[src/rtl/elevator_pkg.sv]
// Shared types and parameter defaults for the elevator controller.
package elevator_pkg;

    typedef enum logic [1:0] {
        StIdle,
        StMove,
        StDoor,
        StHalt
    } state_e;

    typedef enum logic {
        DirUp,
        DirDown
    } dir_e;

    localparam int unsigned DefNumFloors    = 8;
    localparam int unsigned DefTravelCycles = 4;
    localparam int unsigned DefDoorCycles   = 6;

endpackage

[src/rtl/elevator_ctrl_timer.sv]
// Loadable down-counter shared by travel and door timing; saturates at zero.
module elev_timer #(
    parameter int unsigned      CNT_W     = 3,
    parameter logic [CNT_W-1:0] RESET_VAL = '0
) (
    input  logic             clk,
    input  logic             reset,
    input  logic             load,
    input  logic [CNT_W-1:0] load_val,
    output logic             tc
);

    logic [CNT_W-1:0] count_q;

    always_ff @(posedge clk or posedge reset) begin
        if (reset) begin
            count_q <= RESET_VAL;
        end else if (load) begin
            count_q <= load_val;
        end else if (count_q != '0) begin
            count_q <= count_q - CNT_W'(1);
        end
    end

    assign tc = (count_q == '0);

endmodule

[src/rtl/elevator_ctrl.sv]
// Single-car elevator controller: latches floor calls, serves them in the current
// direction first, then reverses; emergency stop parks the car until released.
module elevator_ctrl
    import elevator_pkg::*;
#(
    parameter int unsigned  NUM_FLOORS    = DefNumFloors,
    parameter int unsigned  TRAVEL_CYCLES = DefTravelCycles,
    parameter int unsigned  DOOR_CYCLES   = DefDoorCycles,
    localparam int unsigned FLOOR_W       = $clog2(NUM_FLOORS)
) (
    input  logic                  clk,
    input  logic                  reset,
    input  logic                  call_valid,
    input  logic [FLOOR_W-1:0]    call_floor,
    input  logic                  emergency_stop,
    output logic [FLOOR_W-1:0]    current_floor,
    output logic [NUM_FLOORS-1:0] floor_led,
    output logic [NUM_FLOORS-1:0] pending,
    output logic                  moving_up,
    output logic                  moving_down,
    output logic                  door_open
);

    localparam int unsigned MaxCycles =
        (TRAVEL_CYCLES > DOOR_CYCLES) ? TRAVEL_CYCLES : DOOR_CYCLES;
    localparam int unsigned CntW = $clog2(MaxCycles + 1);
    localparam logic [CntW-1:0] TravelLoad = CntW'(TRAVEL_CYCLES - 1);
    localparam logic [CntW-1:0] DoorLoad   = CntW'(DOOR_CYCLES - 1);
    localparam logic [FLOOR_W-1:0] TopFloor = FLOOR_W'(NUM_FLOORS - 1);

    state_e                state_q, state_d;
    dir_e                  dir_q, dir_d, dir_flip;
    logic [FLOOR_W-1:0]    floor_q, floor_d, floor_next;
    logic [NUM_FLOORS-1:0] pending_q, pending_d, set_mask, clr_mask;
    logic                  tmr_load, tmr_tc;
    logic [CntW-1:0]       tmr_val;
    logic                  call_ok, door_hit;

    // True when any latched call lies strictly beyond floor f in direction d.
    function automatic logic any_ahead(input logic [NUM_FLOORS-1:0] p,
                                       input logic [FLOOR_W-1:0] f, input dir_e d);
        logic hit;
        hit = 1'b0;
        for (int i = 0; i < int'(NUM_FLOORS); i++) begin
            if (p[i] && ((d == DirUp) ? (i > int'(f)) : (i < int'(f)))) hit = 1'b1;
        end
        return hit;
    endfunction

    elev_timer #(
        .CNT_W    (CntW),
        .RESET_VAL(TravelLoad)
    ) u_timer (
        .clk     (clk),
        .reset   (reset),
        .load    (tmr_load),
        .load_val(tmr_val),
        .tc      (tmr_tc)
    );

    assign call_ok  = call_valid && (int'(call_floor) < int'(NUM_FLOORS));
    assign door_hit = call_ok && (state_q == StDoor) && (call_floor == floor_q);
    assign dir_flip = (dir_q == DirUp) ? DirDown : DirUp;

    always_comb begin
        floor_next = floor_q;
        if (dir_q == DirUp) begin
            if (floor_q != TopFloor) floor_next = floor_q + FLOOR_W'(1);
        end else if (floor_q != '0) begin
            floor_next = floor_q - FLOOR_W'(1);
        end
    end

    always_comb begin
        state_d  = state_q;
        dir_d    = dir_q;
        floor_d  = floor_q;
        tmr_load = 1'b0;
        tmr_val  = TravelLoad;
        set_mask = '0;
        clr_mask = '0;
        // A call for the floor whose door is already open only extends the door time.
        if (call_ok && !door_hit) set_mask[call_floor] = 1'b1;

        if (emergency_stop) begin
            state_d  = StHalt;
            tmr_load = 1'b1;
        end else begin
            unique case (state_q)
                StIdle: begin
                    tmr_load = 1'b1;
                    if (pending_q[floor_q]) begin
                        state_d            = StDoor;
                        clr_mask[floor_q]  = 1'b1;
                        tmr_val            = DoorLoad;
                    end else if (any_ahead(pending_q, floor_q, dir_q)) begin
                        state_d = StMove;
                    end else if (any_ahead(pending_q, floor_q, dir_flip)) begin
                        state_d = StMove;
                        dir_d   = dir_flip;
                    end
                end
                StMove: begin
                    if (tmr_tc) begin
                        floor_d  = floor_next;
                        tmr_load = 1'b1;
                        if (pending_q[floor_next]) begin
                            state_d              = StDoor;
                            clr_mask[floor_next] = 1'b1;
                            tmr_val              = DoorLoad;
                        end else if (!any_ahead(pending_q, floor_next, dir_q)) begin
                            state_d = StIdle;
                        end
                    end
                end
                StDoor: begin
                    if (door_hit) begin
                        tmr_load = 1'b1;
                        tmr_val  = DoorLoad;
                    end else if (tmr_tc) begin
                        state_d  = StIdle;
                        tmr_load = 1'b1;
                    end
                end
                StHalt: begin
                    state_d  = StIdle;
                    tmr_load = 1'b1;
                end
                default: state_d = StIdle;
            endcase
        end

        pending_d = (pending_q & ~clr_mask) | set_mask;
    end

    always_ff @(posedge clk or posedge reset) begin
        if (reset) begin
            state_q     <= StIdle;
            dir_q       <= DirUp;
            floor_q     <= '0;
            pending_q   <= '0;
            door_open   <= 1'b0;
            moving_up   <= 1'b0;
            moving_down <= 1'b0;
        end else begin
            state_q     <= state_d;
            dir_q       <= dir_d;
            floor_q     <= floor_d;
            pending_q   <= pending_d;
            door_open   <= (state_d == StDoor);
            moving_up   <= (state_d == StMove) && (dir_d == DirUp);
            moving_down <= (state_d == StMove) && (dir_d == DirDown);
        end
    end

    assign current_floor = floor_q;
    assign pending       = pending_q;
    assign floor_led     = {{(NUM_FLOORS - 1){1'b0}}, 1'b1} << floor_q;

endmodule
[config.mk]
export PLATFORM = sky130hd
export DESIGN_NAME = elevator_ctrl
export DESIGN_NICKNAME = d
export VERILOG_FILES = /design/src/rtl/elevator_pkg.sv /design/src/rtl/elevator_ctrl_timer.sv /design/src/rtl/elevator_ctrl.sv
export SDC_FILE = /design/constraint.sdc
export NUM_CORES = 1
export LEC_CHECK = 0
export ABC_CLOCK_PERIOD_IN_PS = 3400
export BUFFER_PORTS_ARGS = -buffer_cell sky130_fd_sc_hd__clkbuf_2
export CORE_AREA = 8 8 79 81
export CTS_BUF_LIST = sky130_fd_sc_hd__clkbuf_4
export DETAILED_ROUTE_END_ITERATION = 10
export DIE_AREA = 0 0 87 89
export PLACE_DENSITY = 0.68
export SLEW_MARGIN = 0
export SYNTH_ARGS = -nofsm -noshare
export SYNTH_HDL_FRONTEND = slang
export SYNTH_HIERARCHICAL = 1
export SYNTH_SLANG_ARGS = --single-unit
[constraint.sdc]
create_clock -name clk -period 3.4 [get_ports clk]
set_input_delay 0.34 -clock clk [delete_from_list [all_inputs] [get_ports clk]]
set_output_delay 0.34 -clock clk [all_outputs]
set_load 0.02 [all_outputs]
Word level (Yosys, flattened, before mapping)

Cells that the tools add are included.

Add/subtract/negate cells: 3
Magnitude comparators: 34
Equality and inequality tests: 7
Shift-type cells: 1
Muxes and demuxes: 106
Bitwise operators: 5
Reductions and logical operators: 40

Operators with widths:

| operator                                                           | number |
|---|---|
| 2-to-1 mux 1 bit                                                   | 73 |
| 2-to-1 mux 8 bit                                                   | 5 |
| logical AND 1 bit                                                  | 32 |
| 2-to-1 mux 3 bit                                                   | 10 |
| greater-than comparator 3 bit (first input constant)               | 8 |
| < comparator 3 bit (first input constant)                          | 6 |
| 2-to-1 mux 2 bit                                                   | 9 |
| one-hot mux 8 bit (2 select lines)                                 | 1 |
| greater-than comparator 2 x 3 -> 1 bit (first input constant)      | 4 |
| < comparator 1 x 3 -> 1 bit (first input constant)                 | 4 |
| < comparator 2 x 3 -> 1 bit (first input constant)                 | 4 |
| < comparator 3 x 4 -> 1 bit (second input constant)                | 3 |
| demux 1 bit (select 3 bit)                                         | 3 |
| greater-or-equal comparator 3 x 1 -> 1 bit (second input constant) | 3 |
| one-hot mux 3 bit (3 select lines)                                 | 1 |
| bitwise AND 8 bit                                                  | 1 |
| inverter 8 bit                                                     | 1 |
| OR 8 bit                                                           | 1 |
| one-hot mux 2 bit (4 select lines)                                 | 1 |
| << shifter 1 x 3 -> 8 bit (first input constant)                   | 1 |
| binary-select mux 1 bit (select 3 bit)                             | 2 |
| == test 2 bit (second input constant)                              | 3 |
| greater-than comparator 1 x 3 -> 1 bit (first input constant)      | 2 |
| nonzero test 3 bit                                                 | 2 |
| 13 further kinds                                                   | 16 |

Flip-flop bits (word level): 20
Input bits: 7
Output and inout port bits: 22
Word-level logic and storage cells: 204

Depth between registers and ports, before layout

Gate-level depths: netlist (run 1).

Depth after elaboration: 25
Mapped depth: 13
Gate-level depth less buffers: 11

Cells and area by module

The synthesis (run 1) kept the hierarchy.

By module, submodules not included:

| module        | instances | cells an instance | area each (sq um) | sequential area each (sq um) |
|---|---|---|---|---|
| elevator_ctrl | 1         | 275               | 2202.1            | 425.4 |
| elev_timer    | 1         | 22                | 207.7             | 77.6 |

Worst setup path after synthesis (run 1)

Ideal clock, no wire load.

Kind: register to register
Start point: register floor_q[0], in the netlist current_floor[0]
End point: register moving_up
Setup time: 0.080 ns
Arrival time: 2.892 ns
Required time: 3.320 ns
Slack: 0.428 ns
Cell stages (with the launch flop): 13
Buffers on the path: 1
Period minus slack after synthesis: 2.972 ns
Cells stage by stage: dfrtp_1 -> inv_1 -> ha_1 -> nor3b_1 -> nor4_4 -> and2_1 -> buf_6 -> a211o_1 -> a2111oi_2 -> a31oi_1 -> o21ai_2 -> inv_2 -> nor3b_2

Cells in the longest elaborated chain, start to end: 25
Elaborated cells on any way between the ends: 141
Classes of those cells: add/sub: 2; order compare: 28; eq/ne: 3; mux: 80; bitwise: 1; reduce/logical: 27

RTL lines:

| item                                               | RTL line                                 | source |
|---|---|---|
| start: declaration                                 | elevator_ctrl.sv:33                      | `logic [FLOOR_W-1:0] floor_q, floor_d, floor_next;` |
| start signal: assignment                           | elevator_ctrl.sv:148                     | `floor_q <= floor_d;` |
| adder 3 x 1 -> 3 bit, or another cell as far along | elevator_ctrl.sv:68                      | `if (floor_q != TopFloor) floor_next = floor_q + FLOOR_W'(1);` |
| 2-to-1 mux 3 bit, on equally long branches         | elevator_ctrl.sv:68, elevator_ctrl.sv:69 |  |
| 2-to-1 mux 3 bit                                   | elevator_ctrl.sv:67                      | `if (dir_q == DirUp) begin` |
| < comparator 1 x 3 -> 1 bit                        | elevator_ctrl.sv:45                      | `if (p[i] && ((d == DirUp) ? (i > int'(f)) : (i < int'(f)))) hit = 1'b1;` |
| 2-to-1 mux 1 bit                                   | elevator_ctrl.sv:45                      |  |
| logical AND 1 bit                                  | elevator_ctrl.sv:45                      |  |
| 2-to-1 mux 1 bit (8 in series)                     | elevator_ctrl.sv:45                      |  |
| 2-to-1 mux 1 bit                                   | elevator_ctrl.sv:107                     | `if (pending_q[floor_next]) begin` |
| [3 not listed]                                     | n/a                                      |  |
| 2-to-1 mux 2 bit                                   | elevator_ctrl.sv:111                     | `end else if (!any_ahead(pending_q, floor_next, dir_q)) begin` |
| 2-to-1 mux 2 bit                                   | elevator_ctrl.sv:107                     |  |
| 2-to-1 mux 2 bit                                   | elevator_ctrl.sv:104                     | `if (tmr_tc) begin` |
| one-hot mux 2 bit (4 select lines) *               | elevator_ctrl.sv:89                      | `unique case (state_q)` |
| 2-to-1 mux 2 bit *                                 | elevator_ctrl.sv:85                      | `if (emergency_stop) begin` |
| via state_d[1]                                     | elevator_ctrl.sv:31                      | `state_e state_q, state_d;` |
| == test 2 x 1 -> 1 bit *                           | elevator_ctrl.sv:151                     | `moving_up <= (state_d == StMove) && (dir_d == DirUp);` |
| logical AND 1 bit *                                | elevator_ctrl.sv:151                     |  |
| end signal: assignment                             | elevator_ctrl.sv:151                     |  |
| end: declaration                                   | elevator_ctrl.sv:19                      | `output logic moving_up,` |

The timed path passes the listed nets; every way through them passes the cells marked *. The select of a mux whose other input is x is not followed.
A chain may end at the register's enable or synchronous reset.

Worst setup path after layout (run 1)

Start point: register floor_q[2], in the netlist current_floor[2]
End point: register moving_up

Same word-level chain as after synthesis.

==> out/summary.log, run 1 <==
INFO  logic_synthesis syn_nets=316
INFO  logic_synthesis yosys.cell_types.count=82
INFO  global_route   grt_antenna_before_repair=0
INFO  global_route   groute.layer.met3.usage=1.84%
INFO  worst_setup_path worst-setup-path-type=reg2reg
INFO  clocking       cts_bufs_inserted=3
INFO  detailed_routing via_per_instance_ratio=6.32
INFO  global_route   grt_start_max_net_pins=28
INFO  logic_synthesis synth-main-ff-cell=sky130_fd_sc_hd__dfrtp_1
INFO  worst_setup_path crit_required=3.63ns
INFO  worst_setup_path reg2reg_setup_slack=0.40ns
INFO  sta            clock.fmax=0.333GHz
INFO  die            floorplan.die.width=87µm
INFO  cells_and_area layout.nets=336
INFO  clocking       number_of_levels_in_the_clock_h_tree=1
INFO  sta            drv_slew=0
INFO  sta            timing.clock.skew=0.00178ns
INFO  power_and_ir_drop max-vdd-ir-drop=0.503mV
INFO  worst_setup_path timing.critical_path.arrival=3.24ns
INFO  die            die_y=89µm
INFO  run_status     result_of_the_run=finished clean
INFO  detailed_routing drtPass1Iterations=5
INFO  global_route   grt_use_met2=28.1%
INFO  placement      placed_cells_incl_taps=381
INFO  placement      detailed_place_hpwl=4.87mm
INFO  detailed_routing drt-total-wl=6.64mm
INFO  logic_synthesis yosys_warnings=6
INFO  global_route   global_route.peak_usage_layer=met2
INFO  worst_setup_path timing.critical_path.mode_cell=sky130_fd_sc_hd__a2111oi_2
INFO  detailed_routing ant_nets=0
INFO  logic_synthesis post_synthesis_async_set_or_reset_flop_share=100%
INFO  detailed_routing route.detailed.drc=0
INFO  flow_run       maxCapViolations=0
INFO  cells_and_area final_cells=386
INFO  placement      placement.io_buffers=28
INFO  worst_setup_path critical_path.endpoint_type=register
INFO  sta            finalSetupViolations=0
INFO  cells_and_area mostFrequentLayoutCells=31 x sky130_fd_sc_hd__nand2_1, 28 x sky130_fd_sc_hd__clkbuf_2, 20 x sky130_fd_sc_hd__inv_1
INFO  logic_synthesis syn-instance-count=297
INFO  worst_setup_path critPathCapture=moving_up$_DFF_PP0_
INFO  clocking       tritoncts=done
INFO  sta            finalHoldViolations=0
INFO  global_route   grt_first_pass_wirelength=11.0mm
INFO  worst_setup_path crit_path_max_incr_delay=0.79ns
INFO  worst_setup_path crit_path_top_delay_cell=sky130_fd_sc_hd__dfrtp_1
INFO  worst_setup_path timing.critical_path.from_type=register
INFO  logic_synthesis synth-edff-count=0
INFO  global_route   grt_pass1_vias=2200
INFO  clocking       cts.clk_slew.worst_paths=0.12ns
INFO  clocking       clk_root_buffer_cell=sky130_fd_sc_hd__clkbuf_4
INFO  logic_synthesis synthesis.area_per_instance=8.11µm²
INFO  sta            tightest_slew=0.707ns
INFO  logic_synthesis ys_top_cells_by_area=sky130_fd_sc_hd__dfrtp_1 19%, sky130_fd_sc_hd__ha_1 6.2%, sky130_fd_sc_hd__nand2_1 4.8%
INFO  worst_setup_path worstPathMaxFanout=20
INFO  worst_setup_path reg2reg_depth=10
INFO  logic_synthesis yosys_register_bits=20
INFO  logic_synthesis synth_top_area_share=18.7%
INFO  detailed_routing via_count=2440
INFO  worst_setup_path worstReg2RegStart=current_floor[2]$_DFFE_PP0P_
INFO  die            core.rowCount=26
INFO  logic_synthesis yosysTopAreaCell=sky130_fd_sc_hd__dfrtp_1
INFO  worst_setup_path crit_buf_inv=2
INFO  cells_and_area final_layout_size_suffix_gt1_share=20.6%
INFO  sta            period_minus_slack=3.00ns
INFO  clocking       clock_latency=0.30ns
INFO  die            die_area=0.00774mm²
INFO  sta            timing.max_slew.rel_slack=52.8%
INFO  logic_synthesis synth.yosys.seq_area_share=20.9%
INFO  worst_setup_path rr_endpoint=moving_up$_DFF_PP0_
INFO  power_and_ir_drop power.static_leakage=1.14nW
INFO  cells_and_area layout.cells.most_common=sky130_fd_sc_hd__nand2_1
INFO  detailed_routing drtIter0Drc=194
INFO  logic_synthesis mappedNetlistArea=0.00241mm²
INFO  die            initial_core_util=48.4%
INFO  hold_path      hold_path_class=in2reg
INFO  power_and_ir_drop power_density_normalized_to_cell_area=833mW/mm²
INFO  worst_setup_path critPathTopFamily=compound AO/OA/AOI/OAI gates
INFO  worst_setup_path worstSetupPathDepth=10
INFO  global_route   gr-usage-met1=23.8%
INFO  global_route   grt-ovfl-total=0
INFO  cells_and_area nFillCells=488
INFO  worst_setup_path worst_setup_path_startpoint=current_floor[2]$_DFFE_PP0P_
INFO  clocking       max-clock-path-buffers=2
INFO  worst_setup_path cells_along_the_critical_path=buf_4, a21boi_1, nor3_4, a21oi_1, a2111oi_2, a2111oi_2, a31oi_1, o21ai_2, inv_2, nor3b_2
INFO  sta            fin_tns_setup=0ns
INFO  die            top_level_ports=29
INFO  die            core_area=0.00498mm²
INFO  sta            rsz0062_at_grt=no
INFO  placement      routabilityCongestion=0.948
INFO  clocking       cts.sink_count=20
INFO  global_route   global_route.usage.total=17.5%
INFO  sta            fin_crit_sh=88.4%
INFO  cells_and_area number_of_antenna_diodes=0
INFO  detailed_routing wl_per_cell=17.2µm
INFO  cells_and_area area_delta_synth_final=7.68%
[where the power goes]
part           internal [W]  switching, W
Combinational      0.000630       0.00103
Sequential         0.000302     0.0000802
Clock             0.0000427     0.0000771
[cells by family (layout without fill, tap and decap cells)]
logic type                 after synthesis  in the layout  synth area share [%]
xor gates and xnor gates                 4              4                  1.45
buffers and inverters                   41             60                  8.26
muxes                                    5              5                  3.12
and+or+nand+nor                        113            113                  28.9
DFF                                     20             20                  20.9
AOI/OAI and AO/OA                      101            101                  31.0
other                                    1              1                 0.156
adders and majority gates               12             12                  6.23
[through the flow]
step	utilization [%]	area, µm²	setup slack [ns]	hold slack (ns)	total power (W)
2_1_floorplan	-	2410	0.428	0.0922	0.00170
3_3_place_gp	51.4	2560	0.472	0.203	0.00201
3_5_place_dp	51.4	2560	0.448	0.202	0.00202
4_1_cts	52.1	2590	0.413	0.330	0.00215
5_1_grt	52.1	2590	0.170	0.327	0.00234
6_report	52.1	2590	0.395	0.338	0.00216
[worst min path at each step]
stage | start | end | depth (start not counted)
finish | call_floor[1] | pending[1]$_DFF_PP0_ | 2
global route | call_floor[1] | pending[1]$_DFF_PP0_ | 2
CTS | call_floor[1] | pending[1]$_DFF_PP0_ | 2
detailed placement | reset | u_timer/count_q[2]$_DFFE_PP0P_ | 2
global placement | reset | u_timer/count_q[2]$_DFFE_PP0P_ | 2
floorplan | reset | u_timer/count_q[2]$_DFFE_PP0P_ | 1
[layout make-up]
type / instances / area [µm²] / share of cell area, %
inverters: 22 / 82.6 / 3.18
well taps: 70 / 87.6 / 3.38
flip-flops and latches: 20 / 503 / 19.4
multi-input cells: 236 / 1710 / 65.8
repair buffers: 34 / 188 / 7.23
clock buffers: 3 / 22.5 / 0.868
clock inverters: 1 / 3.75 / 0.145
[metal layers]
layer	vias up	wire (µm)	part of all wire [%]
met1	1165	2950	44
met5	-	0	0
met3	13	451	6.8
met2	113	3130	47
li1	1149	-	-
met4	0	103	1.6
[worst reg2reg max path, delay by kind of cell, from the launching register on]
| family | cells | cell delay [ns] |
|---|---|---|
| flops | 1 | 0.79 |
| simple gates | 2 | 0.26 |
| buf+inv | 2 | 0.37 |
| compound gates | 6 | 1.52 |
[state kept, by name, summed over array words and instances, names as in the netlist]
signal and cells:
pending 8, dir_q 1, u_timer/count_q 3, moving_up 1
current_floor 3, door_open 1, state_q 2, moving_down 1
[Yosys cell counts, drive strengths merged, types with 3 or more instances]
cell,number
a21oi,17
o211ai,4
a31oi,3
or3,4
nand2,33
buf,11
and3b,4
o2111ai,4
dfrtp,18
o21ai,23
nor2b,8
a2111oi,4
o221ai,8
clkbuf,8
nand3,5
a221oi,5
ha,12
nand2b,7
o31ai,3
mux2i,3
a211oi,3
a311oi,3
or2,3
nor3b,4
inv,22
nor2,14
and2,6
a21o,4
o311ai,4
nor3,7
[what timing repair did]
item | CTS | global route
endpoints found under the setup margin | 0 | 0
endpoints found under the hold margin | 1 | 0
setup buffers | 0 | 0
hold buffers | 1 | 0
resized for setup | 0 | 0
No activity file was read; power rests on OpenSTA's default activity.
==> inputs of run 2 (changes only) <==
- REMOVE_ABC_BUFFERS: not set -> 1
==> run 2 against run 1 <==
Compared with the run above:
- critical path type unchanged
- global-route usage up 1.3 points
- total power up 5.6%
- largest cell class unchanged
- final cell count up 0.52%
- core utilization up 0.83 points
==> out/summary.log, run 2 (synthesis gave the netlist of run 1 again) <==
INFO  sta            fin_tns_setup=0ns [unchanged]
INFO  placement      detailed_place_hpwl=5.19mm [+6.7%]
INFO  die            top_level_ports=29 [unchanged]
INFO  clocking       cts_bufs_inserted=3 [unchanged]
INFO  detailed_routing wl_per_cell=18.3µm [+6.2%]
INFO  global_route   grt_pass1_vias=2335 [+6.1%]
INFO  die            die_y=89µm [unchanged]
INFO  sta            finalHoldViolations=0 [unchanged]
INFO  cells_and_area area_delta_synth_final=9.40%
INFO  clocking       number_of_levels_in_the_clock_h_tree=1 [unchanged]
INFO  cells_and_area layout.cells.most_common=sky130_fd_sc_hd__nand2_1
INFO  worst_setup_path timing.critical_path.from_type=register
INFO  die            core.rowCount=26 [unchanged]
INFO  worst_setup_path timing.critical_path.arrival=3.13ns [-0.11 ns]
INFO  sta            timing.max_slew.rel_slack=51.1% [-1.7 points]
INFO  die            initial_core_util=48.4% [unchanged]
INFO  cells_and_area largest_register_ff_count=8 [unchanged]
INFO  worst_setup_path worst-setup-path-type=reg2reg
INFO  sta            layout_setup_ws=0.466ns [+0.0707 ns]
INFO  detailed_routing via_per_instance_ratio=6.28 [-0.60%]
INFO  clocking       clock_latency=0.32ns [+0.02 ns]
INFO  global_route   global_route.usage.total=18.8% [+1.3 points]
INFO  cells_and_area mostFrequentLayoutCells=31 x sky130_fd_sc_hd__nand2_1, 28 x sky130_fd_sc_hd__clkbuf_2, 20 x sky130_fd_sc_hd__inv_1
INFO  run_status     result_of_the_run=finished clean
INFO  worst_setup_path worstReg2RegStart=current_floor[2]$_DFFE_PP0P_
INFO  sta            holdWs=0.316ns [-0.0215 ns]
INFO  cells_and_area layout.nets=338 [+0.60%]
INFO  detailed_routing drtIter0Drc=223 [+15%]
INFO  die            floorplan.die.width=87µm [unchanged]
INFO  clocking       clk_root_buffer_cell=sky130_fd_sc_hd__clkbuf_4
INFO  detailed_routing drt-total-wl=7.09mm [+6.8%]
INFO  worst_setup_path reg2reg_depth=8 [-2]
INFO  clocking       cts.clk_slew.worst_paths=0.13ns [about the same]
INFO  sta            fin_crit_sh=86.3% [-2.1 points]
INFO  sta            tightest_slew=0.733ns [+0.0263 ns]
INFO  sta            drv_slew=0 [unchanged]
INFO  global_route   grt_antenna_before_repair=0 [unchanged]
INFO  die            die_area=0.00774mm² [unchanged]
INFO  placement      routabilityCongestion=0.937 [-1.2%]
INFO  sta            clock.fmax=0.341GHz [+2.4%]
INFO  worst_setup_path rr_endpoint=pending[0]$_DFF_PP0_
INFO  power_and_ir_drop power.static_leakage=1.16nW [+1.9%]
INFO  detailed_routing via_count=2438 [-0.082%]
INFO  detailed_routing route.detailed.drc=0 [unchanged]
INFO  cells_and_area number_of_antenna_diodes=0 [unchanged]
INFO  worst_setup_path reg2reg_setup_slack=0.47ns [+0.07 ns]
INFO  cells_and_area postLayoutCellArea=0.00264mm² [+1.6%]
INFO  power_and_ir_drop max-vdd-ir-drop=0.662mV [+32%]
INFO  sta            period_minus_slack=2.93ns [-0.0707 ns]
INFO  clocking       max-clock-path-buffers=2 [unchanged]
INFO  worst_setup_path crit_required=3.60ns [-0.03 ns]
INFO  global_route   grt-ovfl-total=0 [unchanged]
INFO  hold_path      depth_of_the_worst_hold_timing_path=2 [unchanged]
INFO  clocking       cts.sink_count=20 [unchanged]
INFO  global_route   grt_start_max_net_pins=27 [-3.6%]
INFO  hold_path      hold_path.startpoint=call_floor[1]
INFO  placement      placement.io_buffers=28 [unchanged]
INFO  power_and_ir_drop power_density_normalized_to_cell_area=865mW/mm² [+3.9%]
INFO  detailed_routing ant_nets=0 [unchanged]
INFO  sta            rsz0062_at_grt=no
INFO  sta            finalSetupViolations=0 [unchanged]
INFO  worst_setup_path worstPathMaxFanout=26 [+30%]
INFO  hold_path      capture_endpoint_of_the_worst_hold_path=pending[1]$_DFF_PP0_
INFO  placement      dpl-instance-area=0.00257mm² [+0.59%]
INFO  die            core_area=0.00498mm² [unchanged]
INFO  clocking       tritoncts=done
INFO  detailed_routing drtPass1Iterations=4 [-1]
INFO  cells_and_area final_layout_size_suffix_gt1_share=21.4% [+0.81 points]
INFO  sta            timing.clock.skew=0.00199ns [+0.000212 ns]
INFO  worst_setup_path critical_path.endpoint_type=register
INFO  global_route   grt_first_pass_wirelength=11.8mm [+7.2%]
INFO  flow_run       maxCapViolations=0 [unchanged]
INFO  placement      dp_worst_setup_slack=0.509ns [+0.0618 ns]
INFO  hold_path      hold_path_class=in2reg
## run 2: changes by cell type in the layout (fill, tap and decap cells not counted), sizes merged
cell,previous run,this run
clkinv,1,0
bufinv,0,1
buf,5,7
## run 2: through the flow
step / std cells / util (%) / power, W
after floorplan: 278 / - / 0.00161
after global placement: 383 / 51.7 / 0.00202
after detailed placement: 383 / 51.7 / 0.00205
after CTS: 388 / 53.0 / 0.00226
after global routing: 388 / 53.0 / 0.00247
final: 388 / 53.0 / 0.00228
## run 2: worst max path at each step
| stage | from | end | slack, ns | cells past startpoint |
|---|---|---|---|---|
| after detailed placement | current_floor[0]$_DFFE_PP0P_ | moving_up$_DFF_PP0_ | 0.51 | 11 |
| after CTS | current_floor[0]$_DFFE_PP0P_ | moving_up$_DFF_PP0_ | 0.48 | 11 |
| after global placement | current_floor[0]$_DFFE_PP0P_ | moving_up$_DFF_PP0_ | 0.56 | 11 |
| after global routing | current_floor[1]$_DFFE_PP0P_ | moving_up$_DFF_PP0_ | 0.22 | 12 |
| final | current_floor[2]$_DFFE_PP0P_ | pending[0]$_DFF_PP0_ | 0.47 | 8 |
| after floorplan | current_floor[0]$_DFFE_PP0P_ | moving_up$_DFF_PP0_ | 0.02 | 11 |
## run 2: final cells by class
class	instances	area (µm²)
inverters	22	82.6
flip-flops and latches	20	503
multi-input cells	236	1710
fillers	461	2340
clock buffers	3	22.5
repair buffers	36	203
well taps	70	87.6
clock inverters	1	30.0
## run 2: timing repair
action / CTS / global route
resized for setup: 0 / 0
buffers inserted: 0 / 0
hold endpoints to repair: 1 / 0
hold buffers: 1 / 0
## run 2: worst max-delay path, cell delays in order (launching register included)
cell,delay (ns)
sky130_fd_sc_hd__dfrtp_1,0.84
sky130_fd_sc_hd__and3b_1,0.42
sky130_fd_sc_hd__or3_4,0.21
sky130_fd_sc_hd__nand2_4,0.08
sky130_fd_sc_hd__o2111ai_1,0.26
sky130_fd_sc_hd__nand4_1,0.22
sky130_fd_sc_hd__or3_1,0.43
sky130_fd_sc_hd__o221ai_1,0.22
sky130_fd_sc_hd__o311ai_1,0.14
## run 2: where the power goes
part           switching (W)  internal, W  total, W
combinational        0.00104     0.000645   0.00168
clock              0.0000859     0.000119  0.000205
sequential         0.0000932     0.000302  0.000395
total                0.00121      0.00107   0.00228
## run 2: routing by layer
metal  routed length (µm)  global-route usage, %  vias to the layer above
li1                     -                      -                     1151
met1                 3050                   23.8                     1154
met2                 3420                   31.6                      121
met3                  493                   2.76                       12
met4                  122                   6.73                        0
met5                    0                      0                        -
